===== src/rtl/bus_arbiter_8req_pkg.sv =====
// arb_pkg: shared sizes, FSM state encoding and a one-hot helper for the
// 8-requester round-robin bus arbiter (bus_arbiter_8req).
// Optional feature macro used by the arbiter files: ARB_LOCK_EN.
package arb_pkg;

    localparam int NREQ   = 8;   // number of requesters
    localparam int SEL_W  = 3;   // width of the binary owner index
    localparam int GCNT_W = 16;  // grant event counter width
    localparam int BCNT_W = 8;   // tenure length counter width (MAX_BURST <= 255)

    typedef enum logic {
        IDLE = 1'b0,   // no owner, Grant all-zero
        OWN  = 1'b1    // Grant one-hot
    } arb_state_e;

    function automatic logic [NREQ-1:0] onehot(input logic [SEL_W-1:0] idx);
        logic [NREQ-1:0] v;
        v      = '0;
        v[idx] = 1'b1;
        return v;
    endfunction

endpackage


===== src/rtl/bus_arbiter_8req_if.sv =====
// bus_arbiter_8req_if: request/grant bundle between the requesters and the
// arbiter.
//   Req        requester -> arbiter  8b  per-requester bus request
//   Lock       requester -> arbiter  1b  owner asks to exceed MAX_BURST
//                                        (exists only with ARB_LOCK_EN)
//   Grant      arbiter -> requester  8b  one-hot owner, zero when idle
//   Sel        arbiter -> mux        3b  binary owner index
//   BusValid   arbiter -> requester  1b  Grant != 0
//   GrantCount arbiter -> requester  16b saturating count of tenures
// Modports: master = arbiter side, slave = requester/mux side.
interface bus_arbiter_8req_if;
    import arb_pkg::*;

    logic [NREQ-1:0]   Req;
`ifdef ARB_LOCK_EN
    logic              Lock;
`endif
    logic [NREQ-1:0]   Grant;
    logic [SEL_W-1:0]  Sel;
    logic              BusValid;
    logic [GCNT_W-1:0] GrantCount;

    modport master (
        input  Req,
`ifdef ARB_LOCK_EN
        input  Lock,
`endif
        output Grant, Sel, BusValid, GrantCount
    );

    modport slave (
        output Req,
`ifdef ARB_LOCK_EN
        output Lock,
`endif
        input  Grant, Sel, BusValid, GrantCount
    );

endinterface


===== src/rtl/bus_arbiter_8req_rr_pick8.sv =====
// rr_pick8: combinational round-robin picker. Finds the first set bit of req
// scanning last+1, last+2, ... wrapping mod 8, so requester 'last' is checked
// last of all.
//   req  in  8b  request vector
//   last in  3b  index of the previous owner (lowest priority)
//   any  out 1b  req != 0
//   pick out 3b  selected index (0 when any == 0)
module rr_pick8
    import arb_pkg::*;
(
    input  logic [NREQ-1:0]  req,
    input  logic [SEL_W-1:0] last,
    output logic             any,
    output logic [SEL_W-1:0] pick
);

    logic [SEL_W-1:0] idx;

    // Walk the scan order from farthest (offset 8 == last itself) to nearest
    // (offset 1); later assignments win, so the nearest hit survives.
    always_comb begin
        any  = |req;
        pick = '0;
        idx  = '0;
        for (int k = NREQ; k >= 1; k--) begin
            idx = last + SEL_W'(k);
            if (req[idx]) pick = idx;
        end
    end

endmodule


===== src/rtl/bus_arbiter_8req.sv =====
// bus_arbiter_8req: round-robin arbiter for the 8-input operand mux.
// Each tenure lasts until the owner drops its Req or has held the bus for
// MAX_BURST cycles; the next owner is granted on the same edge, so there is
// no idle gap while anyone is requesting.
//   CLK    in  system clock, rising edge
//   Reset  in  asynchronous active-high reset
//   bus    bus_arbiter_8req_if.master (Req/Lock in, Grant/Sel/BusValid/
//          GrantCount out, all outputs registered)
// Optional feature macro: ARB_LOCK_EN -- adds Lock; a locked owner is not
// forced off after MAX_BURST cycles.
module bus_arbiter_8req
    import arb_pkg::*;
#(
    parameter int MAX_BURST = 4
) (
    input  logic                CLK,
    input  logic                Reset,
    bus_arbiter_8req_if.master  bus
);

    arb_state_e        state_q, state_d;
    logic [NREQ-1:0]   grant_q, grant_d;
    logic [SEL_W-1:0]  sel_q, sel_d;
    logic [SEL_W-1:0]  last_q, last_d;
    logic [BCNT_W-1:0] burst_q, burst_d;
    logic [GCNT_W-1:0] gcnt_q, gcnt_d;
    logic              bv_q, bv_d;

    logic              any;
    logic [SEL_W-1:0]  pick;
    logic              owner_req;
    logic              burst_max;
    logic              lock_hold;
    logic              release_now;
    logic              new_tenure;

    // A dropped owner already has its Req bit clear, so the raw Req vector
    // is the right candidate set; last_q == sel_q while owning makes the
    // old owner lowest priority.
    rr_pick8 u_pick (
        .req  (bus.Req),
        .last (last_q),
        .any  (any),
        .pick (pick)
    );

    assign owner_req = bus.Req[sel_q];
    assign burst_max = (burst_q == BCNT_W'(MAX_BURST));

`ifdef ARB_LOCK_EN
    assign lock_hold = owner_req & bus.Lock;
`else
    assign lock_hold = 1'b0;
`endif

    // Voluntary and forced release collapse into a single release event.
    assign release_now = !owner_req || (burst_max && !lock_hold);

    always_comb begin
        state_d    = state_q;
        grant_d    = grant_q;
        sel_d      = sel_q;
        last_d     = last_q;
        burst_d    = burst_q;
        gcnt_d     = gcnt_q;
        bv_d       = bv_q;
        new_tenure = 1'b0;

        case (state_q)
            IDLE: begin
                if (any) new_tenure = 1'b1;
            end
            OWN: begin
                if (release_now) begin
                    if (any) begin
                        new_tenure = 1'b1;
                    end else begin
                        state_d = IDLE;
                        grant_d = '0;
                        bv_d    = 1'b0;
                        burst_d = '0;
                    end
                end else if (!burst_max) begin
                    // Saturates at MAX_BURST while a lock holds the bus.
                    burst_d = burst_q + BCNT_W'(1);
                end
            end
            default: state_d = IDLE;
        endcase

        if (new_tenure) begin
            state_d = OWN;
            grant_d = onehot(pick);
            sel_d   = pick;
            last_d  = pick;
            burst_d = BCNT_W'(1);
            bv_d    = 1'b1;
            gcnt_d  = (gcnt_q == '1) ? gcnt_q : gcnt_q + GCNT_W'(1);
        end
    end

    always_ff @(posedge CLK or posedge Reset) begin
        if (Reset) begin
            state_q <= IDLE;
            grant_q <= '0;
            sel_q   <= '0;
            last_q  <= SEL_W'(NREQ - 1);   // requester 0 first after reset
            burst_q <= '0;
            gcnt_q  <= '0;
            bv_q    <= 1'b0;
        end else begin
            state_q <= state_d;
            grant_q <= grant_d;
            sel_q   <= sel_d;
            last_q  <= last_d;
            burst_q <= burst_d;
            gcnt_q  <= gcnt_d;
            bv_q    <= bv_d;
        end
    end

    assign bus.Grant      = grant_q;
    assign bus.Sel        = sel_q;
    assign bus.BusValid   = bv_q;
    assign bus.GrantCount = gcnt_q;

endmodule


===== src/flat_wrapper.sv =====
// flat-port wrapper written by rule: the top's interface ports become plain ports
module bus_arbiter_8req_flat import arb_pkg::*;
#(
    parameter int MAX_BURST = 4
)
  (CLK, Reset, bus_Req, bus_Grant, bus_Sel, bus_BusValid, bus_GrantCount);
  bus_arbiter_8req_if bus_i ();
  input  logic CLK;
  input  logic Reset;
  input wire logic [$bits(bus_i.Req)-1:0] bus_Req;
  output wire logic [$bits(bus_i.Grant)-1:0] bus_Grant;
  output wire logic [$bits(bus_i.Sel)-1:0] bus_Sel;
  output wire logic [$bits(bus_i.BusValid)-1:0] bus_BusValid;
  output wire logic [$bits(bus_i.GrantCount)-1:0] bus_GrantCount;
  assign bus_i.Req = bus_Req;
  assign bus_Grant = bus_i.Grant;
  assign bus_Sel = bus_i.Sel;
  assign bus_BusValid = bus_i.BusValid;
  assign bus_GrantCount = bus_i.GrantCount;
  bus_arbiter_8req #(.MAX_BURST(MAX_BURST)) u_core (.CLK(CLK), .Reset(Reset), .bus(bus_i));
endmodule

===== config.mk =====
export PLATFORM = sky130hd
export DESIGN_NAME = bus_arbiter_8req_flat
export DESIGN_NICKNAME = d
export VERILOG_FILES = /design/src/rtl/bus_arbiter_8req_pkg.sv /design/src/rtl/bus_arbiter_8req_if.sv /design/src/rtl/bus_arbiter_8req_rr_pick8.sv /design/src/rtl/bus_arbiter_8req.sv /design/src/flat_wrapper.sv
export SDC_FILE = /design/constraint.sdc
export NUM_CORES = 1
export LEC_CHECK = 0
export CAP_MARGIN = 20
export CORE_MARGIN = 8
export CORE_UTILIZATION = 45
export CTS_CLUSTER_SIZE = 12
export DETAILED_ROUTE_END_ITERATION = 10
export PLACE_DENSITY = 0.64
export SLEW_MARGIN = 20
export SYNTH_ARGS = -nofsm -noshare
export SYNTH_HDL_FRONTEND = slang
export SYNTH_SLANG_ARGS = --single-unit

===== constraint.sdc =====
create_clock -name CLK -period 8.5 [get_ports CLK]
set_input_delay 1.7 -clock CLK [delete_from_list [all_inputs] [get_ports CLK]]
set_output_delay 1.7 -clock CLK [all_outputs]
set_load 0.05 [all_outputs]

Yosys cells after proc, flatten, opt, wreduce, memory -nomap -nowiden

Index checks and enable logic that the tools add are counted.

Reductions and logical operators: 9
Magnitude comparators: 11
Bitwise logic cells: 2
Add/subtract/negate cells: 9
Equality and inequality tests: 5
Multiplexer cells: 46

Operator list:

| operator                                                              | number |
|---|---|
| 8-bit 2-to-1 mux                                                      | 8 |
| 3-bit by 4-bit < comparator with 1-bit output, second input constant  | 10 |
| 1-bit binary-select mux with 3-bit select                             | 9 |
| 3-bit 2-to-1 mux                                                      | 8 |
| 1-bit 2-to-1 mux                                                      | 19 |
| 16-bit by 1-bit adder with 16-bit output, second input constant       | 1 |
| 16-bit == test, second input constant                                 | 1 |
| 3-bit adder, second input constant                                    | 4 |
| 8-bit by 1-bit adder with 8-bit output, second input constant         | 1 |
| 8-bit by 3-bit == test with 1-bit output, second input constant       | 1 |
| 8-bit OR reduction                                                    | 1 |
| 3-bit by 2-bit adder with 3-bit output, second input constant         | 2 |
| 3-bit inequality test, second input constant                          | 2 |
| 3-bit AND reduction                                                   | 2 |
| 2-bit nonzero test                                                    | 2 |
| 3-bit by 1-bit adder with 3-bit output, second input constant         | 1 |
| 1-bit demux with 3-bit select                                         | 1 |
| 3-bit by 1-bit >= comparator with 1-bit output, second input constant | 1 |
| 2-bit inequality test, second input constant                          | 1 |
| 1-bit inverter                                                        | 2 |
| 1-bit one-hot mux with 2 select lines                                 | 1 |
| 2-bit AND reduction                                                   | 1 |
| 1-bit logical AND                                                     | 1 |
| 1-bit logical NOT                                                     | 1 |
| 1-bit logical OR                                                      | 1 |

Flip-flop bits (word level): 40
Output and inout port bits: 28

Depth between registers and ports, before layout

Gate-level depths: netlist of run 1.

Depth in word-level cells: 15
Gate-level depth with buffers: 13

Cells and area by module

Synthesis of run 1 repeated with hierarchy kept, for this count alone.

Cells, all modules: 272
Area, all modules: 2787.7 µm²

Modules (own cells, without submodules):

| module           | area an instance (µm²) | times used | cells an instance |
|---|---|---|---|
| bus_arbiter_8req | 1966.9                 | 1          | 173 |
| rr_pick8         | 820.8                  | 1          | 99 |

Worst setup path before layout of run 1

Ideal clock, no wire load.

Kind: input -> register
Start point: input bus_Req[1]
End point: register u_core.gcnt_q[15] (netlist: u_core.bus.GrantCount[15])
Setup slack: 4.620 ns
Data arrival time: 3.739 ns
Stages: 10
Cell sequence: buf_2 mux4_2 mux2_2 a32o_1 buf_6 a41oi_4 and3_1 buf_4 nand4_1 xnor2_1

Longest elaborated chain between the ends: 7

Ends and longest elaborated chain:

| what                                      | RTL line                | text |
|---|---|---|
| start: declaration                        | flat_wrapper.sv:10      | `input wire logic [$bits(bus_i.Req)-1:0] bus_Req;` |
| 1-bit binary-select mux with 3-bit select | bus_arbiter_8req.sv:47  | `assign owner_req = bus.Req[sel_q];` |
| 1-bit 2-to-1 mux (not written as such)    | bus_arbiter_8req.sv:47  |  |
| 1-bit logical NOT                         | bus_arbiter_8req.sv:57  | `assign release_now = !owner_req \|\| (burst_max && !lock_hold);` |
| 1-bit logical OR                          | bus_arbiter_8req.sv:57  |  |
| 1-bit 2-to-1 mux                          | bus_arbiter_8req.sv:74  | `if (release_now) begin` |
| 1-bit one-hot mux with 2 select lines (*) | bus_arbiter_8req.sv:69  | `case (state_q)` |
| 2-bit AND reduction (no line) (*)         | -                       |  |
| end signal: assignment                    | bus_arbiter_8req.sv:117 | `gcnt_q <= gcnt_d;` |
| end: declaration                          | bus_arbiter_8req.sv:26  | `logic [GCNT_W-1:0] gcnt_q, gcnt_d;` |

Every way passes the cells marked *; elsewhere a longest branch is shown, timed or not. The select of a mux whose other input is x is not followed.
A chain may end at the register's enable or synchronous reset.

Worst setup path after layout of run 1

Start point: input bus_Req[0]
End point: register u_core.gcnt_q[15] (netlist: u_core.bus.GrantCount[15])

Same word-level chain as after synthesis.

==> results of run 1 <==
power by group through the flow:
stage,clock [uW],combinational (uW),sequential (uW)
6_report,165,1000,350
5_1_grt,177,1090,365
4_1_cts,169,1000,351
3_5_place_dp,0,997,354
3_3_place_gp,0,980,355
2_1_floorplan,0,719,412
worst reg2reg max path: stages, from the launching register on:
cell	delay [ns]
sky130_fd_sc_hd__dfstp_2	0.84
sky130_fd_sc_hd__inv_1	0.25
sky130_fd_sc_hd__ha_1	0.71
sky130_fd_sc_hd__mux2_2	0.43
sky130_fd_sc_hd__mux4_2	0.51
sky130_fd_sc_hd__nand2_1	0.09
sky130_fd_sc_hd__o22ai_1	0.07
sky130_fd_sc_hd__o311a_1	0.37
sky130_fd_sc_hd__o22ai_1	0.46
sky130_fd_sc_hd__o21ai_0	0.19
metal layers:
metal  track usage (%)  vias to the layer above  routed length, um
met5                 0                        -                  0
met1              18.6                     1129               2880
met3              3.57                       14                318
met2              25.6                       49               3210
met4              5.98                        0                135
li1                  -                     1112                  -
Yosys cell counts (4+ instances only):
master,n
sky130_fd_sc_hd__dfrtp_1,37
sky130_fd_sc_hd__nand2_1,31
sky130_fd_sc_hd__nor2_1,19
sky130_fd_sc_hd__nand3_1,16
sky130_fd_sc_hd__o21ai_0,15
sky130_fd_sc_hd__mux4_2,14
sky130_fd_sc_hd__xnor2_1,12
sky130_fd_sc_hd__inv_1,11
sky130_fd_sc_hd__mux2_2,10
sky130_fd_sc_hd__mux2i_1,10
sky130_fd_sc_hd__buf_2,7
sky130_fd_sc_hd__nor3_1,7
sky130_fd_sc_hd__xor2_1,7
sky130_fd_sc_hd__nand4_1,6
sky130_fd_sc_hd__and2_1,5
sky130_fd_sc_hd__ha_1,5
sky130_fd_sc_hd__o21ai_1,5
sky130_fd_sc_hd__a32o_1,4
sky130_fd_sc_hd__o22ai_1,4
worst min-delay path by stage:
stage / slack [ns] / cells past startpoint / to / start
floorplan: 0.45 / 1 / u_core.burst_q[7] / u_core.burst_q[7]
detailed placement: 0.48 / 1 / u_core.bus.GrantCount[12] / u_core.bus.GrantCount[12]
finish: 0.49 / 2 / u_core.bus.Grant[7] / u_core.bus.Grant[7]
global placement: 0.47 / 2 / u_core.bus.Grant[7] / u_core.bus.Grant[7]
CTS: 0.49 / 1 / u_core.bus.GrantCount[12] / u_core.bus.GrantCount[12]
global route: 0.52 / 2 / u_core.bus.Grant[6] / u_core.bus.Grant[6]
metrics by stage:
stage / std cells / setup slack, ns / total power, uW
after floorplan: 280 / 4.62 / 1130
after global placement: 380 / 4.05 / 1340
after detailed placement: 380 / 3.95 / 1350
after CTS: 388 / 4.28 / 1520
after global routing: 388 / 4.12 / 1630
final: 388 / 4.28 / 1520
logic make-up after synthesis:
group,Yosys count,synth area share (%)
AO/OA/AOI/OAI,56,14.8
XOR/XNOR,19,5.96
adder cells (fa/ha/maj),5,2.24
buffers and inverters,24,4.21
flip-flops,40,36.0
multiplexers,34,18.9
AND/OR/NAND/NOR,102,17.9
placed cells by master (no fill, tap or decap), types with 10 or more instances in the layout:
cell type                          n
sky130_fd_sc_hd__xnor2_1          12
sky130_fd_sc_hd__mux4_2           14
sky130_fd_sc_hd__mux2i_1          10
sky130_fd_sc_hd__inv_1            11
sky130_fd_sc_hd__dfrtp_1          37
sky130_fd_sc_hd__nor2_1           19
sky130_fd_sc_hd__nand3_1          16
sky130_fd_sc_hd__mux2_2           10
sky130_fd_sc_hd__o21ai_0          15
sky130_fd_sc_hd__clkdlybuf4s50_1  37
sky130_fd_sc_hd__nand2_1          31
registers in the layout, summed over array words and instances, names as in the netlist:
register               cells
u_core.bus.GrantCount     16
u_core.burst_q             8
u_core.bus.Grant           8
u_core.bus.Sel             3
u_core.last_q              3
u_core.bus.BusValid        1
u_core.state_q             1
final cells by class:
cell class / instances / share of cell area [%]
clock buffer: 6 / 2.50
clock inverter: 2 / 1.17
timing repair buffer: 38 / 11.4
tap: 75 / 2.84
sequential: 40 / 30.4
multi-input combinational: 216 / 50.5
inverter: 11 / 1.25
==> metrics.md, run 1 <==
| Metric | Value |
|---|---|
| Worst Hold Margin | 0.487 ns |
| Total area of sequential cells | 1000 um2 |
| Placeable Area | 5960 um2 |
| Deepest level of the CTS H-tree | 2 |
| Drt drc | 0 |
| Register-to-register setup slack | 4.45 ns |
| Max VDD drop | 229 uV |
| Total of max-cap violations | 0 |
| Detailed Routing Iterations Pass 1 | 4 |
| Number of distinct standard cells referenced by the synthesized netlist | 51 |
| Synthesis-to-finish area growth | 18.5% |
| Number of buffers inserted by hold repair at cts | 0 |
| Reg2Reg Capture Point | u_core.bus.Sel[1] |
| Width of the die | 94.8 um |
| Switching pwr | 752 uW |
| Max incr delay on CP | 0.58 ns |
| Internal power component | 765 uW |
| Post-CTS setup buffers | 0 |
| Placed instance area | 3190 um2 |
| Total inserted antenna cells | 0 |
| Worst setup path startpoint | bus_Req[0] |
| Sequential power share | 23.1% |
| Clock sink count | 40 |
| Clock-pin slew on the worst setup and hold paths | 0.08 ns |
| Worst Hold Class | reg2reg |
| R2R depth | 9 |
| Clock period minus final worst setup slack | 4.22 ns |
| Worst skew pair latency | 0.30 ns |
| Endpoints failing setup | 0 |
| Critical path depth | 8 |
| Final HPWL DP | 4880 um |
| TritonCTS buffer count | 5 |
| Part of the total power dissipated in combinational logic | 66.0% |
| Via-to-Cell Ratio | 5.94 |
| I/O Pins | 38 |
| CTS Root Cell | sky130_fd_sc_hd__clkbuf_8 |
| Final period util | 49.6% |
| First-pass GRT wire length | 11,000 um |
| GRT Residual Overflow | 0 |
| Total Die Area | 8980 um2 |
| All-Layer GR Usage | 15.3% |
| Most used flip-flop cell after synthesis | sky130_fd_sc_hd__dfrtp_1 |
| Number of nets in the finished design | 327 |
| Number of routed nets with antenna violations | 0 |
| Post-Syn Area | 2790 um2 |
| Routed length per instance | 16.9 um |
| Final cell area excluding filler cells | 3310 um2 |
| Setup TNS Final | 0 ns |
| Die Y | 94.8 um |
| Leakage Power | 0.00131 uW |
| Weighted congestion at the end of routability-driven global placement | 0.834 |
| Kind of start point of the critical path | primary input |
| Worst Path Required | 8.68 ns |
| Buffer levels on the longest clock path | 2 |
| Number of global-route vias before repair | 2,284 |
| Reg2Reg Launch Point | u_core.last_q[0] |
| Endpoint class of the critical path | register |
| PwrDens | 458 nW/um2 |
| Slew Limit Headroom | 55.2% |
| Buffering stage count on the worst path with inverters included | 1 |
| Port bufs | 37 |
| Area of the multi-input gates | 1670 um2 |
| #FFs+latches synth | 40 |
| Worst slew pin tran | 0.668 ns |
| Largest net degree at the start of global routing | 41 |
| Rows | 28 |
| Post-CTS Resized | 0 |
| Filler instances | 522 |
| List of cells traversed by the critical path | clkdlybuf4s50_1 > mux4_2 > mux2_2 > a32o_1 > a41oi_4 > and3_1 > nand4_1 > xnor2_1 |
| Yosys warns | 0 |
| Endpoints failing hold | 0 |
| Starting density of the core | 46.9% |
| Fraction of synthesized cell area taken by the top area cell type | 33.2% |
| Critical path data arrival time | 4.40 ns |
| Status | finished clean |
| Count of pins over their slew limit | 0 |
| Clock tree from TritonCTS | yes |
| Violation count after the first detailed-routing iteration | 120 |
| Post-Syn Instances | 280 |
| Setup skew after layout | 0.00848 ns |
| Final wirelength | 6550 um |
| Cell type contributing the most total cell area after synthesis | sky130_fd_sc_hd__dfrtp_1 |
| Sequential element share of the synthesized area | 36.0% |
| Fraction of layout cells with a size suffix above 1 | 12.8% |
| Fraction of power spent switching nets | 49.6% |
| Max Fclk | 0.237 GHz |
| Cell family with most CP delay | multiplexers |
| End-of-flow core utilization | 55.6% |
| Via count | 2,304 |
| Post-synth EDFFs | 0 |
| Power share of the clock group | 10.9% |
| Post-synth ARST share | 100% |
| Capturing element of the worst setup path | u_core.bus.GrantCount[15] |
| Antenna violations before repair | 0 |
| Synthesized netlist net count | 295 |
| Max stage delay cell, worst path | sky130_fd_sc_hd__clkdlybuf4s50_1 |
| Maximum fanout along the worst path | 10 |
| Mean instance size in the synthesized netlist | 9.97 um2 |
| Top cells by area, synth | sky130_fd_sc_hd__dfrtp_1 33%, sky130_fd_sc_hd__mux4_2 11%, sky130_fd_sc_hd__nand2_1 4.2% |
| Unrepaired setup endpoints after global routing | no |
| Critical setup path kind | in2reg |
(Power assumes the default switching activity.)
==> inputs of run 2 (changes only) <==
clock period = 3.9 ns   (was 8.5 ns; I/O delays follow)
==> run 2 against run 1 <==
Non-clock buffer count up 3. Final cell count rose by 0.52%. First-iteration DRC count is 36% higher. Worst setup slack lost 4.0 ns. Critical path depth up 1. Via count is 2.3% lower. Global-route usage decreased by 0.36 points. Clock power rose by 59%. Sequential power increased by 98%. Hold slack worse by 0.0041 ns. Design area is 0.53% lower.
==> metrics.md, run 2 (synthesized netlist as in run 1, its figures left out) <==
| Metric | Value |
|---|---|
| Sequential power share | 21.4% |
| Reg2Reg Launch Point | u_core.last_q[1] |
| Final Instance Count excl. Fillers | 390 |
| Internal power component | 1600 uW |
| Slew Limit Headroom | 55.8% |
| Width of the die | 94.8 um |
| Switching pwr | 1640 uW |
| TritonCTS buffer count | 5 |
| Rows | 28 |
| Final wirelength | 6540 um |
| Count of pins over their slew limit | 0 |
| Most frequent cell on the critical path | sky130_fd_sc_hd__o22ai_1 |
| Endpoints failing hold | 0 |
| Critical setup path kind | reg2reg |
| DR top layer | met4 |
| Worst Hold Path Cells | 2 |
| Part of the total power dissipated in combinational logic | 70.5% |
| Number of buffers inserted by hold repair at cts | 0 |
| Placeable Area | 5960 um2 |
| Worst Hold Class | reg2reg |
| Max incr delay on CP | 0.71 ns |
| I/O Pins | 38 |
| Via count | 2,250 |
| Buffer levels on the longest clock path | 2 |
| Fraction of layout cells with a size suffix above 1 | 13.3% |
| CTS Root Cell | sky130_fd_sc_hd__clkbuf_8 |
| Critical path data arrival time | 3.75 ns |
| Met3 Routed Length | 286 um |
| Die Y | 94.8 um |
| Capture endpoint of the worst hold path | u_core.bus.Grant[7] |
| Setup TNS Final | 0 ns |
| PwrDens | 983 nW/um2 |
| Final cell area excluding filler cells | 3290 um2 |
| Fraction of power spent switching nets | 50.6% |
| Post-CTS Resized | 0 |
| Routed metal-1 wire length | 3090 um |
| Clock period minus final worst setup slack | 3.61 ns |
| Clock sink count | 40 |
| Number of global-route vias before repair | 2,253 |
| Startpoint of the lowest-slack hold path | u_core.bus.Grant[7] |
| Kind of start point of the critical path | register |
| Maximum fanout along the worst path | 15 |
| Total of max-cap violations | 0 |
| Final HPWL DP | 4890 um |
| Endpoint class of the critical path | register |
| List of cells traversed by the critical path | inv_1 > ha_1 > mux2_2 > mux4_2 > nand2_1 > o22ai_1 > o311a_1 > o22ai_1 > o21ai_0 |
| Max VDD drop | 525 uV |
| Clock-pin slew on the worst setup and hold paths | 0.08 ns |
| Unrepaired setup endpoints after global routing | no |
| Routed length on met2 | 3090 um |
| Drt drc | 0 |
| Largest net degree at the start of global routing | 41 |
| Number of nets in the finished design | 330 |
| Post-CTS setup buffers | 0 |
| Routed length per instance | 16.8 um |
| Starting density of the core | 46.9% |
| Violation count after the first detailed-routing iteration | 163 |
| Commonest cells after routing, fill and taps aside | 37 x sky130_fd_sc_hd__clkdlybuf4s50_1, 37 x sky130_fd_sc_hd__dfrtp_1, 31 x sky130_fd_sc_hd__nand2_1 |
| GRT Residual Overflow | 0 |
| Worst Path Required | 4.04 ns |
| Total inserted antenna cells | 0 |
| Clock tree from TritonCTS | yes |
| Worst skew pair latency | 0.29 ns |
| Max Fclk | 0.277 GHz |
| Final period util | 92.4% |
| Max stage delay cell, worst path | sky130_fd_sc_hd__ha_1 |
| Number of flip-flops under the largest register name | 16 |
| First-pass GRT wire length | 10,900 um |
| Setup skew after layout | 0.00852 ns |
| Status | finished clean |
| Leakage Power | 0.00130 uW |
| Worst slew pin tran | 0.659 ns |
| Reg2Reg Capture Point | u_core.bus.Sel[1] |
| Detailed Routing Iterations Pass 1 | 4 |
| Weighted congestion at the end of routability-driven global placement | 0.827 |
| Total Die Area | 8980 um2 |
| Number of cells in the design after placement | 383 |
| Slack of the critical path | 0.295 ns |
| Placed instance area | 3210 um2 |
| All-Layer GR Usage | 14.9% |
| Via-to-Cell Ratio | 5.77 |
| Deepest level of the CTS H-tree | 2 |
| Power share of the clock group | 8.1% |
| Port bufs | 37 |
| R2R depth | 9 |
| Endpoints failing setup | 0 |
| Antenna violations before repair | 0 |
| Number of routed nets with antenna violations | 0 |
| Register-to-register setup slack | 0.29 ns |
| Synthesis-to-finish area growth | 17.9% |
| Placement Setup Slack | 0.293 ns |
-- run 2: cell count changes in the layout (fill, tap and decap cells not counted) --
cell,before,now
sky130_fd_sc_hd__clkbuf_8,6,5
sky130_fd_sc_hd__clkinv_4,1,0
sky130_fd_sc_hd__buf_4,1,4
sky130_fd_sc_hd__bufinv_16,1,0
sky130_fd_sc_hd__clkinv_2,0,1
sky130_fd_sc_hd__clkinvlp_4,0,1
-- run 2: power groups by stage --
stage / Combinational [uW] / Sequential [uW] / Clock (uW)
final: 2280 / 693 / 262
after global routing: 2480 / 712 / 284
after CTS: 2290 / 695 / 268
after detailed placement: 2270 / 701 / 0
after global placement: 2250 / 698 / 0
after floorplan: 1570 / 899 / 0
-- run 2: per-stage QoR --
step                power (uW)  hold slack (ns)  util (%)
floorplan                 2470            0.446         -
global placement          2950            0.469      53.9
detailed placement        2980            0.474      53.9
CTS                       3250            0.493      55.3
global route              3480            0.506      55.3
finish                    3240            0.483      55.3
-- run 2: critical path, delay by kind of cell (launching register included) --
family                     cells  cell delay (ns)
AOI/OAI and AO/OA              4             1.12
muxes                          2             0.90
adders and majority gates      1             0.71
DFF                            1             0.53
buffers and inverters          1             0.12
and+or+nand+nor                1             0.08
-- run 2: worst max-delay path by stage --
stage / start / endpoint / slack, ns / cells after the start
final: u_core.last_q[1] / u_core.bus.Sel[1] / 0.29 / 9
after floorplan: u_core.last_q[0] / u_core.bus.Grant[7] / 0.57 / 13
after global routing: u_core.last_q[0] / u_core.bus.Sel[1] / 0.15 / 9
after global placement: u_core.last_q[0] / u_core.bus.Sel[1] / 0.36 / 9
after CTS: u_core.last_q[0] / u_core.bus.Sel[1] / 0.32 / 9
after detailed placement: bus_Req[1] / u_core.bus.GrantCount[15] / 0.29 / 8
-- run 2: area by class of cell --
class / count / area (um2)
tap: 75 / 93.8
inverter: 11 / 41.3
clock buffer: 5 / 68.8
sequential: 40 / 1000
clock inverter: 2 / 12.5
timing repair buffer: 41 / 400
multi-input combinational: 216 / 1670
fill: 546 / 2660
-- run 2: metal layers --
metal,global-route usage (%),vias up
met5,0,-
met4,4.16,0
met3,3.33,8
met2,24.7,43
met1,19.1,1079
li1,-,1120
